**config.mk**
```make
export PLATFORM = sky130hd
export DESIGN_NAME = seq_mult
export DESIGN_NICKNAME = d
export VERILOG_FILES = /design/src/rtl/mult_pkg.sv /design/src/rtl/mult_datapath.sv /design/src/rtl/seq_mult.sv
export SDC_FILE = /design/constraint.sdc
export NUM_CORES = 1
export LEC_CHECK = 0
export ABC_AREA = 1
export BUFFER_PORTS_ARGS = -buffer_cell sky130_fd_sc_hd__buf_4
export CAP_MARGIN = 15
export CORE_AREA = 2 2 98 100
export DETAILED_ROUTE_END_ITERATION = 6
export DIE_AREA = 0 0 100 102
export PLACE_DENSITY_LB_ADDON = 0.15
export SETUP_SLACK_MARGIN = 0.1
export SYNTH_ARGS = -nofsm -noshare
export SYNTH_HDL_FRONTEND = slang
export SYNTH_HIERARCHICAL = 1
export SYNTH_SLANG_ARGS = --single-unit
export TNS_END_PERCENT = 100
```
**constraint.sdc**
```tcl
create_clock -name clk -period 3.1 [get_ports clk]
set_clock_uncertainty 0.2 [all_clocks]
set_input_delay 0.62 -clock clk [delete_from_list [all_inputs] [get_ports clk]]
set_output_delay 0.62 -clock clk [all_outputs]
set_load 0.05 [all_outputs]
```
**src/rtl/mult_pkg.sv**
```systemverilog
// Shared types and helpers for the sequential signed multiplier.
package mult_pkg;

    typedef enum logic [1:0] {IDLE, RUN, DONE} mult_state_t;

    // Widest operand supported by sat_frac. Callers sign-extend into this width.
    localparam int MAX_N  = 64;
    localparam int PROD_W = 2 * MAX_N;

    // Q1.(n-1) result from a 2n-bit product sign-extended to PROD_W.
    // -1 x -1 gives +1.0, which the format cannot hold, so that result
    // clamps to the largest positive value. All other products are truncated
    // toward minus infinity.
    function automatic logic [MAX_N-1:0] sat_frac(input logic [PROD_W-1:0] prod, input int n);
        logic [PROD_W-1:0] most_neg_sq;
        most_neg_sq          = '0;
        most_neg_sq[2*n-2]   = 1'b1;
        if (prod == most_neg_sq)
            sat_frac = (MAX_N'(1) << (n - 1)) - MAX_N'(1);
        else
            sat_frac = MAX_N'(prod >> (n - 1));
    endfunction

endpackage

```
**src/rtl/mult_datapath.sv**
```systemverilog
// Shift-add datapath: operand magnitudes, accumulator, sign fix-up and
// saturated fractional output.
module mult_datapath
    import mult_pkg::*;
#(
    parameter int n = 8
) (
    input  logic           clk,
    input  logic           reset,
    input  logic           load,
    input  logic           step,
    input  logic           last,
    input  logic [n-1:0]   a,
    input  logic [n-1:0]   b,
    output logic [n-1:0]   result,
    output logic [2*n-1:0] prod
);

    logic [2*n-1:0] mcand;
    logic [n-1:0]   mplier;
    logic           sign;
    logic [2*n-1:0] acc;

    logic [n-1:0]   mag_a;
    logic [n-1:0]   mag_b;
    logic [2*n-1:0] acc_sum;
    logic [2*n-1:0] prod_next;
    logic [n-1:0]   result_next;

    // Magnitudes, next partial sum, signed product and its saturated fraction.
    always_comb begin
        // NOTE: every output of a combinational block gets a value on every path; assigning defaults first rules out inferred latches.
        mag_a       = a;
        mag_b       = b;
        acc_sum     = acc;
        prod_next   = '0;
        result_next = '0;
        // |-2^(n-1)| = 2^(n-1) still fits as an n-bit unsigned magnitude.
        if (a[n-1]) mag_a = -a;
        if (b[n-1]) mag_b = -b;
        if (mplier[0]) acc_sum = acc + mcand;
        prod_next   = sign ? -acc_sum : acc_sum;
        result_next = n'(sat_frac(PROD_W'($signed(prod_next)), n));
    end

    // Operand latch on accept, one shift-add per RUN step, output update on the last step.
    always_ff @(posedge clk or posedge reset) begin
        // NOTE: every register here is a handful of flops, not a RAM, so all of them are cleared on reset and no stale product survives it.
        if (reset) begin
            mcand  <= '0;
            mplier <= '0;
            sign   <= 1'b0;
            acc    <= '0;
            prod   <= '0;
            result <= '0;
        end else if (load) begin
            // NOTE: non-blocking assignments so every register samples the pre-edge values; blocking here would chain the updates within one edge.
            mcand  <= {{n{1'b0}}, mag_a};
            mplier <= mag_b;
            sign   <= a[n-1] ^ b[n-1];
            acc    <= '0;
        end else if (step) begin
            acc    <= acc_sum;
            mcand  <= mcand << 1;
            mplier <= mplier >> 1;
            if (last) begin
                prod   <= prod_next;
                result <= result_next;
            end
        end
    end

endmodule

```
**src/rtl/seq_mult.sv**
```systemverilog
// Sequential signed multiplier: control FSM and step counter around the
// shift-add datapath. busy/done decode directly from the state register.
module seq_mult
    import mult_pkg::*;
#(
    parameter int n = 8
) (
    input  logic           clk,
    input  logic           reset,
    input  logic           start,
    input  logic [n-1:0]   a,
    input  logic [n-1:0]   b,
    output logic           busy,
    output logic           done,
    output logic [n-1:0]   result,
    output logic [2*n-1:0] prod
);

    localparam int CW = $clog2(n) + 1;

    mult_state_t   state;
    mult_state_t   state_next;
    logic [CW-1:0] cnt;
    logic          load;
    logic          step;
    logic          last;

    assign last = (cnt == CW'(n - 1));
    assign busy = (state == RUN);
    assign done = (state == DONE);

    // State register and step counter.
    always_ff @(posedge clk or posedge reset) begin
        if (reset) begin
            state <= IDLE;
            cnt   <= '0;
        end else begin
            state <= state_next;
            if (load)
                cnt <= '0;
            else if (step)
                cnt <= cnt + 1'b1;
        end
    end

    // Next-state and datapath strobes; start is only honoured in IDLE and DONE.
    always_comb begin
        state_next = state;
        load       = 1'b0;
        step       = 1'b0;
        case (state)
            IDLE: begin
                if (start) begin
                    load       = 1'b1;
                    state_next = RUN;
                end
            end
            RUN: begin
                step = 1'b1;
                if (last) state_next = DONE;
            end
            DONE: begin
                if (start) begin
                    load       = 1'b1;
                    state_next = RUN;
                end else begin
                    state_next = IDLE;
                end
            end
            default: state_next = IDLE;
        endcase
    end

    mult_datapath #(.n(n)) u_datapath (
        .clk    (clk),
        .reset  (reset),
        .load   (load),
        .step   (step),
        .last   (last),
        .a      (a),
        .b      (b),
        .result (result),
        .prod   (prod)
    );

endmodule

```
==> metrics.csv, run 1 <==
stage,metric,value,unit
synthesis,synth_top_area_cell,dfrtp_1,
routing,post_drt_wl_per_cell,13.4,µm
global_route,grt_pass1_vias,4473,
synthesis,ys_ff_latch,71,
global_route,antenna_found_initial,0,
place,dp_cells,869,
outcome,violations,setup timing,
routing,first_pass_iters,4,
synthesis,yosysTopAreaCellShare,36.0,%
cells_and_area,drive_above_1_share,22.2,%
synthesis,ys_top_cells_by_area,"dfrtp_1, nand2_1, inv_1",
die,fp.dieH,102,µm
synthesis,yosysUniqueCellTypes,38,
routing,drc,0,
timing,drv_slew,0,
cells_and_area,multi_input_area,2740,µm²
setup_path,crit_path_cell_trace,ha_2 > fa_2 > nand2_2 > inv_2 > nor2_8 > ha_4 > inv_2 > nor2_2 > nand3_2 > nor2_2 > nand3_2 > nor2_4 > nand2_2 > nand2_4 > nand3_2 > nand2_2 > nand3_2 > nor2_4 > nand2_4 > nand2_2 > nand2_1,
setup_path,worstPathArrival,3160,ps
synthesis,synth_cells,712,
cells_and_area,fin_cells,894,
power_and_ir_drop,powerDensity,1170,nW/µm²
clock_network,clock_sinks,71,
die,core,9110,µm²
power_and_ir_drop,power.internal,0.00322,W
global_route,grt_max_degree,34,
timing,grt_setup_unrepaired,true,
clock_network,clkTransAtPathRegs,80,ps
timing,setup_violations,1,
setup_path,path_max_fanout,8,
synthesis,syn_nets,751,
timing,fin_ws,-22.0,ps
place,place.gp.congestion,0.895,
min_path,hold_path_class,input pin to register,
cells_and_area,antenna_cells,0,
cells_and_area,final_nets,817,
cells_and_area,n_fill_cell,833,
routing,drt_iter0_drc,209,
synthesis,ys_seq_area_share,36.0,%
power_and_ir_drop,p_switching,0.00363,W
clock_network,cts_root_buffer,clkbuf_8,
synthesis,yosys_warnings,6,
cells_and_area,seq_area,1780,µm²
clock_network,cts_max_level,3,
routing,vias,4789,
outcome,run_status,"finished, violations left",
power_and_ir_drop,design_power_total,0.00685,W
setup_path,reg2reg_slack,-20,ps
clock_network,cts_tree,built,
global_route,overflow,0,
die,chipWidth,100,µm
setup_path,required,3140,ps
die,die_area,10200,µm²
synthesis,syn-cell-area,4940,µm²
timing,period_share,101,%
die,start_util,54.2,%
timing,max_slew_margin,39.6,%
clock_network,clockBufferDepth,2,
cells_and_area,area_growth,18.9,%
setup_path,cp-end-kind,register,
setup_path,cp-start-kind,register,
setup_path,slowest_delay,410,ps
power_and_ir_drop,comb_power_share,66.9,%
timing,tightest_slew,903,ps
routing,drtAntennaViolNets,0,
power_and_ir_drop,pwr-share-seq,23.1,%
die,rows,35,
flow_run,cap_violations,0,
timing,hold_viol,0,
power_and_ir_drop,peakVddDrop,0.000631,V
synthesis,synth_area_per_cell,6.94,µm²
global_route,grt_pass1_wl,19700,µm
power_and_ir_drop,clock_power_share,10.0,%
setup_path,crit_type,register to register,
routing,viasPerCell,5.36,
power_and_ir_drop,p_sw_share,53.0,%
die,ios,45,
power_and_ir_drop,power_leakage,3.16,nW
setup_path,cpMaxStageDelayCell,fa_2,
clock_network,cts_inserted_buffers,9,
clock_network,insertion_delay,340,ps
timing,min_period,3120,ps
place,port_buffers,44,
timing,max_freq,0.320,GHz
global_route,grt.total_usage,23.9,%
place,dpl.hpwl,8860,µm
routing,routed_wl,12000,µm
-- synthesized netlist by cell type (all sizes together) --
library cell,instances
buf,5
ha,19
dfrtp,71
nand3,73
a22o,1
o22ai,20
a21oi,29
o221ai,12
a22oi,1
nand2,235
clkbuf,14
nor3,7
or2,1
nand3b,2
o211ai,1
o21ai,31
nand4,4
inv,124
mux2,1
o31ai,1
nor2,53
fa,1
xnor2,1
o21bai,1
xor2,4
-- power groups by stage --
stage / Clock [W] / Sequential (W) / Combinational [W]
final: 0.000688 / 0.00158 / 0.00458
after global routing: 0.000748 / 0.00162 / 0.00507
after CTS: 0.000706 / 0.00158 / 0.00437
after detailed placement: 0 / 0.00159 / 0.00422
after global placement: 0 / 0.00158 / 0.00413
after floorplan: 0 / 0.00204 / 0.00266
-- area by class of cell --
type / count / share of cell area [%]
Multi-Input combinational cell: 498 / 46.6
Sequential cell: 71 / 30.3
Timing Repair Buffer: 74 / 9.78
Inverter: 124 / 7.93
Tap cell: 111 / 2.36
Clock buffer: 10 / 2.34
Clock inverter: 6 / 0.767
-- metrics by stage --
stage | setup WS, ps | setup TNS, ps | util [%] | area (µm²) | hold WS (ps)
finish | -22.0 | -22.0 | 64.5 | 5870 | 264
global route | -182 | -1410 | 64.5 | 5870 | 259
global placement | 1.04 | 0 | 60.3 | 5500 | 269
detailed placement | -66.2 | -282 | 60.3 | 5500 | 277
CTS | 26.6 | 0 | 63.2 | 5760 | 254
floorplan | 102 | 0 | - | 4950 | 211
-- logic make-up (layout without fill, tap and decap cells) --
| family | after synthesis | count (layout) | synth area share, % |
|---|---|---|---|
| XOR/XNOR | 5 | 5 | 0.886 |
| adder cells (fa/ha/maj) | 20 | 20 | 5.22 |
| AND/OR/NAND/NOR | 375 | 375 | 34.0 |
| flip-flops | 71 | 71 | 36.0 |
| multiplexers | 1 | 1 | 0.228 |
| buffers and inverters | 143 | 214 | 11.2 |
| AO/OA/AOI/OAI | 97 | 97 | 12.5 |
-- worst max-delay path: cells and delay by family, from the launching register on --
| kind | cells | cell delay (ps) |
|---|---|---|
| adder cells (fa/ha/maj) | 3 | 750 |
| AND/OR/NAND/NOR | 16 | 1580 |
| buffers and inverters | 2 | 80 |
| flip-flops | 1 | 400 |
-- repair_timing --
item,CTS,global route
endpoints found under the setup margin,9,13
pin swaps,16,15
resized for setup,8,29
endpoints found under the hold margin,6,0
cloned,0,0
hold buffers,1,0
buffers inserted,6,2
-- routing by layer --
layer	vias to the layer above	track usage, %	part of all wire, %	wire (µm)
li1	2407	-	-	-
met1	2251	28.7	43	5140
met2	107	43.2	52	6210
met3	24	3.01	3.3	392
met4	0	10.4	2.0	238
met5	-	0	0	0
-- registers in the layout, indices dropped and copies added (netlist names) --
name,count
u_datapath/mplier,8
u_datapath/result,8
u_datapath/mcand,16
u_datapath/acc,16
u_datapath/sign,1
u_datapath/prod,16
cnt,4
state,2
-- cell usage in the layout, fill, tap and decap left out, types with 12 or more instances in the layout --
cell      Yosys  final
nand2_1     221    212
inv_1       115    112
dfrtp_1      71     71
buf_4         0     71
nand3_1      64     60
nor2_1       44     36
o21ai_0      27     25
o22ai_1      20     20
a21oi_1      20     19
nand2_2      10     17
ha_1         19     15
nand3_2       9     13
inv_2         9     12
nor2_2        5     12
o221ai_1     12     12
-- final timing paths --
check / to / cells past startpoint / startpoint
setup reg to reg: u_datapath/result[7] / 21 / u_datapath/mcand[0]
max in group asynchronous: u_datapath/acc[4] / 4 / reset
min in group asynchronous: cnt[3] / 3 / reset
hold / removal: u_datapath/mplier[7] / 2 / b[6]
hold reg to reg: u_datapath/mplier[7] / 2 / u_datapath/mplier[7]
setup / recovery: u_datapath/result[7] / 21 / u_datapath/mcand[0]
(Power assumes the default switching activity.)
==> run 2: changes to the inputs <==
- CAP_MARGIN: 15 -> 20
- SETUP_SLACK_MARGIN: 0.1 -> default
==> run 2 against run 1 <==
  * The run still ends with setup timing left
  * First-iteration DRC count rose by 13%
  * Sequential share of layout area barely moved
  * Sequential cell count did not move
  * Combinational power barely moved
  * Total power rose by 0.58%
  * Register-to-register slack got worse by 20 ps
  * Core utilization barely moved
  * Critical path depth did not move
  * Worst hold slack improved by 13 ps
  * Final area barely moved
  * Sequential power barely moved
  * Fmax fell by 0.79%
  * Critical endpoint unchanged
  * Largest power group unchanged
  * Highest routed layer unchanged
==> metrics.csv, run 2 (same netlist as run 1, synthesis figures left out) <==
stage,metric,value,unit,change
place,dpl.hpwl,8760,µm,-1.1%
setup_path,cp-start-kind,register,,
power_and_ir_drop,power_leakage,3.19,nW,+0.95%
die,start_util,54.2,%,unchanged
min_path,hold_depth,2,,unchanged
setup_path,cpMaxStageDelayCell,fa_2,,
routing,drc,0,,unchanged
timing,fin_ws,-46.7,ps,-24.8 ps
outcome,violations,setup timing,,
setup_path,rr_startpoint,u_datapath/mcand[0],,
setup_path,reg2reg_slack,-50,ps,-20 ps
cells_and_area,mostFrequentLayoutCells,"nand2_1, inv_1, buf_4, dfrtp_1, nand3_1",,
cells_and_area,final_nets,822,,+0.61%
die,core,9110,µm²,unchanged
routing,drtAntennaViolNets,0,,unchanged
place,place.gp.congestion,0.888,,-0.77%
outcome,run_status,"finished, violations left",,
timing,period_share,102,%,+0.80 points
place,dp_slack,-163,ps,-96.5 ps
cells_and_area,area_growth,18.9,%,about the same
global_route,grt_max_degree,34,,unchanged
timing,drv_slew,0,,unchanged
global_route,grt_pass1_vias,4509,,+0.80%
global_route,grt.total_usage,24.1,%,+0.19 points
die,rows,35,,unchanged
cells_and_area,final_common_cell,nand2_1,,
setup_path,required,3140,ps,about the same
power_and_ir_drop,powerDensity,1170,nW/µm²,+0.54%
clock_network,clockBufferDepth,2,,unchanged
setup_path,crit_path_cell_trace,ha_4 > fa_2 > nand2_2 > inv_2 > nor2_8 > buf_6 > nand2_4 > nor2_4 > nand3_2 > nor2_2 > nand3_2 > nor2_1 > nand2_1 > nand2_2 > nand3_2 > nand2_2 > nand2_1 > nor2_2 > nand2_4 > nand2_2 > nand2_1,,
clock_network,cts_tree,built,,
cells_and_area,antenna_cells,0,,unchanged
clock_network,cts_root_buffer,clkbuf_8,,
setup_path,timing.critical_path.mode_cell,nand2_2,,
die,die_area,10200,µm²,unchanged
timing,min_period,3150,ps,+24.8 ps
global_route,met3_usage,3.97,%,+0.96 points
global_route,overflow,0,,unchanged
cells_and_area,final_util,64.5,%,about the same
timing,max_slew_margin,44.3,%,+4.7 points
cells_and_area,reg.largest.list,"u_datapath/acc (16), u_datapath/mcand (16), u_datapath/prod (16)",,
clock_network,clock_sinks,71,,unchanged
timing,tightest_slew,833,ps,-70.8 ps
clock_network,cts_inserted_buffers,9,,unchanged
routing,vias,4656,,-2.8%
setup_path,crit_start,u_datapath/mcand[0],,
routing,first_pass_iters,5,,+1
setup_path,cp.depth,21,,unchanged
die,fp.dieH,102,µm,unchanged
clock_network,cts_max_level,3,,unchanged
setup_path,crit_type,register to register,,
setup_path,worstPathArrival,3180,ps,+20 ps
power_and_ir_drop,peakVddDrop,0.000586,V,-7.1%
timing,tns,-160,ps,-138 ps
setup_path,path_max_fanout,8,,unchanged
global_route,top_usage_layer,met2,,
setup_path,path_buf_inv,2,,unchanged
global_route,antenna_found_initial,0,,unchanged
timing,hold_viol,0,,unchanged
die,chipWidth,100,µm,unchanged
routing,drt_iter0_drc,237,,+13%
global_route,grt.met2_usage,43.8,%,+0.62 points
clock_network,insertion_delay,350,ps,about the same
cells_and_area,drive_above_1_share,21.0,%,-1.3 points
min_path,hold_path_class,input pin to register,,
timing,setup_violations,8,,+7
setup_path,r2r_cells,21,,unchanged
setup_path,cp-end-kind,register,,
setup_path,slowest_delay,420,ps,about the same
flow_run,cap_violations,0,,unchanged
timing,grt_setup_unrepaired,true,,
global_route,grt_pass1_wl,19900,µm,+0.91%
place,port_buffers,44,,unchanged
routing,viasPerCell,5.18,,-3.2%
timing,max_freq,0.318,GHz,-0.79%
routing,post_drt_wl_per_cell,13.1,µm,-2.5%
min_path,min_from,b[6],,
die,ios,45,,unchanged
global_route,met1_usage,28.8,%,+0.15 points
setup_path,crit_family,simple AND/OR/NAND/NOR gates,,
clock_network,clkTransAtPathRegs,70,ps,about the same
routing,routed_wl,11700,µm,-2.0%
[run 2: cell types whose count changed in the layout (fill, tap and decap cells not counted), moves of 2 or more]
| cell | delta |
|---|---|
| buf_4 | +5 |
| nand3_1 | +2 |
| nor2_2 | -5 |
| nor2_1 | +6 |
| clkinvlp_4 | -3 |
| clkbuf_1 | +2 |
| nand3_2 | -2 |
[run 2: stage by stage]
step	instances	hold WS [ps]	total power, W	cell area, µm²
finish	898	277	0.00689	5880
global route	898	277	0.00752	5880
CTS	891	262	0.00668	5760
detailed placement	871	280	0.00584	5510
global placement	871	268	0.00575	5510
floorplan	712	211	0.00470	4940
[run 2: per-layer routing]
metal  vias up  part of all wire, %
met1      2135                   44
met4         0                  2.1
met3        21                  3.1
met2        81                   51
met5         -                    0
li1       2419                    -
[run 2: worst reg2reg max path, stage by stage, from the launching register on]
cell	delay (ps)
dfrtp_1	410
ha_4	180
fa_2	420
nand2_2	70
inv_2	50
nor2_8	130
buf_6	110
nand2_4	50
nor2_4	130
nand3_2	90
nor2_2	120
nand3_2	80
nor2_1	120
nand2_1	100
nand2_2	120
nand3_2	100
nand2_2	100
nand2_1	70
nor2_2	140
nand2_4	120
nand2_2	70
nand2_1	50
[run 2: cell type report]
| cell class | count | area, µm² |
|---|---|---|
| repair buffers | 79 | 612 |
| inverters | 124 | 465 |
| clock inverters | 3 | 43.8 |
| flip-flops and latches | 71 | 1780 |
| multi-input cells | 498 | 2690 |
| clock buffers | 12 | 145 |
| well taps | 111 | 139 |
| fillers | 829 | 3230 |
[run 2: final timing paths]
path / to
setup / recovery: u_datapath/result[7]
hold reg to reg: u_datapath/prod[3]
hold / removal: u_datapath/mplier[7]
setup reg to reg: u_datapath/result[7]
max in group asynchronous: u_datapath/acc[5]
min in group asynchronous: state[1]
[run 2: report_power, final]
part | leakage (nW) | switching, W | total, W | internal, W
logic | 2.21 | 0.00296 | 0.00459 | 0.00163
registers | 0.885 | 0.000254 | 0.00157 | 0.00132
clock network | 0.0964 | 0.000337 | 0.000727 | 0.000390
[run 2: timing repair]
item,CTS,global route
setup endpoints to repair,8,14
setup buffers,4,7
pin swaps,11,18
hold buffers,1,0
resized for setup,8,19
cloned,0,0
hold endpoints to repair,6,0
